## config.mk

```make
export PLATFORM = sky130hd
export DESIGN_NAME = hazard_controller
export DESIGN_NICKNAME = d
export VERILOG_FILES = /design/src/rtl/hazard_controller.sv
export SDC_FILE = /design/constraint.sdc
export NUM_CORES = 1
export LEC_CHECK = 0
export CAP_MARGIN = 10
export CORE_AREA = 4 4 55 81
export DETAILED_ROUTE_END_ITERATION = 8
export DIE_AREA = 0 0 59 85
export PLACE_DENSITY = 0.84
export RECOVER_POWER = 50
export SYNTH_ARGS = -nofsm -noshare
export SYNTH_HDL_FRONTEND = slang
export SYNTH_SLANG_ARGS = --single-unit
```

## constraint.sdc

```tcl
create_clock -name clk -period 2.2 [get_ports clk]
set_clock_uncertainty 0.1 [all_clocks]
set_input_delay 0.44 -clock clk [delete_from_list [all_inputs] [get_ports clk]]
set_output_delay 0.44 -clock clk [all_outputs]
set_load 0.03 [all_outputs]
```

## src/rtl/hazard_controller.sv

```systemverilog
// rtl/hazard_controller.sv - pipeline hazard unit: forwarding, load-use stall, branch flush, cache-miss stall
module hazard_controller #(
    parameter int REGISTER_ADDRESS_WIDTH = 5,
    parameter int COUNT_WIDTH            = 16
) (
    input  logic                              clk,
    input  logic                              rst,
    input  logic [REGISTER_ADDRESS_WIDTH-1:0] Rs1D,
    input  logic [REGISTER_ADDRESS_WIDTH-1:0] Rs2D,
    input  logic [REGISTER_ADDRESS_WIDTH-1:0] Rs1E,
    input  logic [REGISTER_ADDRESS_WIDTH-1:0] Rs2E,
    input  logic [REGISTER_ADDRESS_WIDTH-1:0] RdE,
    input  logic [REGISTER_ADDRESS_WIDTH-1:0] RdM,
    input  logic [REGISTER_ADDRESS_WIDTH-1:0] RdW,
    input  logic                              RegWriteM,
    input  logic                              RegWriteW,
    input  logic [1:0]                        ResultSrcE,
    input  logic                              PCSrcE,
    input  logic                              CacheMissM,
    input  logic                              RefillDone,
    output logic [1:0]                        ForwardAE,
    output logic [1:0]                        ForwardBE,
    output logic                              StallF,
    output logic                              StallD,
    output logic                              StallE,
    output logic                              StallM,
    output logic                              FlushD,
    output logic                              FlushE,
    output logic                              RefillReq,
    output logic [COUNT_WIDTH-1:0]            StallCount
);

    typedef enum logic [1:0] {RUN, MISS, RESUME} state_t;

    state_t state, state_next;
    logic   lu, ms, pend_lu, pend_br, lu_eff, br_eff;

    // Memory stage wins over writeback because it holds the younger result.
    always_comb begin
        ForwardAE = 2'b00;
        ForwardBE = 2'b00;
        if (RegWriteM && RdM != '0 && RdM == Rs1E)
            ForwardAE = 2'b10;
        else if (RegWriteW && RdW != '0 && RdW == Rs1E)
            ForwardAE = 2'b01;
        if (RegWriteM && RdM != '0 && RdM == Rs2E)
            ForwardBE = 2'b10;
        else if (RegWriteW && RdW != '0 && RdW == Rs2E)
            ForwardBE = 2'b01;
    end

    assign lu = (ResultSrcE == 2'b01) && (RdE != '0) && (RdE == Rs1D || RdE == Rs2D);
    assign ms = (state == RUN && CacheMissM) || state == MISS || state == RESUME;
    assign RefillReq = (state == MISS);

    always_comb begin
        state_next = state;
        case (state)
            RUN:     if (CacheMissM) state_next = MISS;
            MISS:    if (RefillDone) state_next = RESUME;
            RESUME:  state_next = RUN;
            default: state_next = RUN;
        endcase
    end

    // Hazards seen during a memory stall are remembered and released on the first free cycle.
    assign lu_eff = lu || pend_lu;
    assign br_eff = PCSrcE || pend_br;

    always_comb begin
        StallF = 1'b0;
        StallD = 1'b0;
        StallE = 1'b0;
        StallM = 1'b0;
        FlushD = 1'b0;
        FlushE = 1'b0;
        if (ms) begin
            StallF = 1'b1;
            StallD = 1'b1;
            StallE = 1'b1;
            StallM = 1'b1;
        end else begin
            StallF = lu_eff && !br_eff;
            StallD = lu_eff && !br_eff;
            FlushD = br_eff;
            FlushE = lu_eff || br_eff;
        end
    end

    always_ff @(posedge clk or posedge rst) begin
        if (rst) begin
            state      <= RUN;
            StallCount <= '0;
            pend_lu    <= 1'b0;
            pend_br    <= 1'b0;
        end else begin
            state <= state_next;
            if (ms && StallCount != '1)
                StallCount <= StallCount + COUNT_WIDTH'(1);
            pend_lu <= ms ? (pend_lu || lu) : 1'b0;
            pend_br <= ms ? (pend_br || PCSrcE) : 1'b0;
        end
    end

endmodule

```

==> results.json <==
{
  "ys_types": 41,
  "ys_seq_area_share_pct": 33.8,
  "total_power_uw": 2050,
  "netSwitchingFraction_pct": 42.2,
  "switchingPower_uw": 866,
  "worst_slack_ns": -0.193,
  "row_count": 27,
  "mappedNetlistArea_mm2": 0.00148,
  "fillCellCount": 274,
  "avgViaCountPerCell": 5.37,
  "yosys.area.top_type_share_pct": 33.8,
  "io_pins": 71,
  "hold_viol_final": 0,
  "synthArstFlopShare_pct": 100,
  "avgSynthCellArea_um2": 9.56,
  "finalSetupViolCount": 7,
  "post-route-period-util_pct": 109,
  "dr_wl_met2_um": 2660,
  "wl_met3_um": 401,
  "rsz0062_at_grt": "yes",
  "routabilityCongestion": 0.872,
  "grt_pass1_wl_um": 7810,
  "multi_input_area_mm2": 0.00110,
  "wl_met1_um": 1790,
  "cts_max_path_buffers": 2,
  "top_layer_used": "met4",
  "synth_edf_count": 0,
  "antenna_found_initial": 0,
  "min_period_ns": 2.39,
  "final_max_slew_viol_count": 0,
  "clock_sinks": 20,
  "core_area_mm2": 0.00372,
  "cts_root_buf": "clkbuf_8",
  "dieArea_mm2": 0.00502,
  "pwr-share-seq_pct": 29.0,
  "worstSetupPathType": "in -> out",
  "comb_power_share_pct": 52.7,
  "yosys_warnings": 0,
  "die_w_um": 59,
  "critPathMaxFanout": 2,
  "vias": 1601,
  "clock_latency_ns": 0.27,
  "first_pass_iters": 4,
  "p_per_area_mw_per_mm2": 778,
  "numCtsBuffers": 3,
  "grt_max_degree": 21,
  "place_hpwl_um": 3580,
  "ff_latch_area_um2": 500,
  "peakVddDrop_mv": 0.987,
  "synthTopCellsByArea": "dfrtp_1 (34%), xor2_1 (20%), xnor2_1 (4.7%), nor4_2 (3.4%), a211oi_1 (3.0%)",
  "dr.first_iter.drc_count": 30,
  "grt-ovfl-total": 0,
  "syn_nets": 200,
  "max_cap_violations": 0,
  "clkPwrFrac_pct": 18.3,
  "endpoint_kind": "output port",
  "yosysTopAreaCell": "dfrtp_1",
  "start_util_pct": 39.9,
  "drive_gt1_share_pct": 34.5,
  "wl_per_cell_um": 16.6,
  "place_ws_ns": -0.555,
  "violations": "negative setup slack",
  "postRouteAntennaNets": 0,
  "die_h_um": 85,
  "relSlewSlack_pct": 30.0,
  "power.internal_uw": 1190,
  "ctsHtreeMaxLevel": 1,
  "io_buffers": 70,
  "holdBufCountCts": 0,
  "max_slew.worst_pin.slew_ns": 1.05,
  "antenna_cells": 0,
  "grt_usage_pct": 20.0,
  "drc_errors": 0,
  "critPathRequiredTime_ns": 1.66,
  "clk_pin_slew_worst_paths_ns": 0.08,
  "ys_seq_elements": 20,
  "p_leak_uw": 0.00120,
  "hold_class": "reg -> reg",
  "clock.fmax_ghz": 0.418,
  "cts_tree": "yes",
  "yosys_most_used_dff": "dfrtp_1",
  "syn_inst": 155,
  "grt_pass1_vias": 1700,
  "syn_to_final_growth_pct": 78.1,
  "outcome": "finished, violations left",
  "finalWirelength_um": 4950,
  "nets": 301,
  "cp.arrival_ns": 1.85,
  "worst_setup_path_start_kind": "input pin"
}
[per-layer routing]
metal | GRT usage (%) | vias to the layer above
li1 | - | 769
met1 | 20.2 | 754
met2 | 37.7 | 69
met3 | 4.57 | 9
met4 | 7.63 | 0
met5 | 0 | -
[cell usage after synthesis (3+ instances only)]
library cell	instances
dfrtp_1	20
nand3_1	8
nor3_1	4
nand4_1	6
xnor2_1	8
a211oi_1	6
xor2_1	33
nor4_2	4
o21ai_0	4
nor2_1	7
mux2_1	3
nand2_1	10
or4_1	4
a21oi_1	4
nor4_1	5
[critical path: stages]
cell and delay [ns]:
buf_6 0.09, or4_4 0.52, o21ai_2 0.15, buf_4 0.14, nor4_4 0.03, buf_4 0.15
nor4_4 0.13, buf_4 0.20
[state kept, by name, indices dropped and copies added, names as in the netlist]
| register | cells |
|---|---|
| StallCount | 16 |
| state | 2 |
| pend_br | 1 |
| pend_lu | 1 |
[metrics by stage]
stage	TNS, ns	area, um2	instances	hold WS [ns]	utilization, %
floorplan	-0.136	1520	155	0.304	-
global placement	-2.92	2400	287	0.367	64.5
detailed placement	-3.24	2400	287	0.371	64.5
CTS	-0.430	2590	296	0.388	69.6
global route	-1.28	2640	298	0.402	71.0
finish	-0.550	2640	298	0.387	71.0
[worst paths after layout]
check                                startpoint                          to  slack [ns]  cells past startpoint
min in group asynchronous                   rst  StallCount[10]$_DFFE_PP0P_        0.83                      3
min reg2reg                state[1]$_DFFE_PP0P_        state[0]$_DFFE_PP0P_        0.39                      1
max                                      RdM[2]                ForwardAE[0]       -0.19                      8
min                        state[1]$_DFFE_PP0P_        state[0]$_DFFE_PP0P_        0.39                      1
max reg2reg                state[0]$_DFFE_PP0P_  StallCount[13]$_DFFE_PP0P_       -0.05                      6
max in group asynchronous                   rst   StallCount[6]$_DFFE_PP0P_        0.54                      3
[placed cells by master, fill, tap and decap left out, types with 4 or more instances in the layout]
master | synthesis | final
dlygate4sd2_1 | 0 | 15
a211oi_1 | 6 | 6
buf_6 | 0 | 12
nor4_4 | 0 | 4
xnor2_2 | 0 | 4
nor3_2 | 1 | 4
clkdlybuf4s50_1 | 0 | 18
nand2_1 | 10 | 11
nor2_1 | 7 | 7
dfrtp_1 | 20 | 20
dlymetal6s2s_1 | 0 | 8
buf_2 | 1 | 5
buf_4 | 2 | 25
xor2_1 | 33 | 33
xnor2_1 | 8 | 4
clkdlybuf4s15_2 | 0 | 4
nand3_1 | 8 | 7
nand4_1 | 6 | 6
[logic make-up (layout without fill, tap and decap cells)]
group / after synthesis / count (layout) / share of synthesized area [%]
and+or+nand+nor: 61 / 61 / 25.5
xor gates and xnor gates: 41 / 41 / 24.2
AOI/OAI and AO/OA: 23 / 23 / 10.5
DFF: 20 / 20 / 33.8
buffers and inverters: 5 / 105 / 1.86
muxes: 4 / 4 / 3.29
adders and majority gates: 1 / 1 / 0.844
[cell type report]
type	instances	area share, %
multi-input combinational	130	41.6
clock buffer	3	1.56
inverter	2	0.379
tap	43	2.04
clock inverter	1	1.14
timing repair buffer	99	34.3
sequential	20	19.0
[power by group through the flow]
stage                     clock network, uW  registers (uW)  logic [uW]
after global placement                    0             598        1000
after floorplan                           0             707         463
final                                   376             596        1080
after global routing                    393             612        1160
after detailed placement                  0             604        1020
after CTS                               377             594        1100
[timing repair]
action	4_1_cts	5_1_grt
pin swaps	20	18
setup endpoints to repair	10	8
setup buffers	7	2
resized for setup	96	28
No activity file was read; power rests on OpenSTA's default activity.
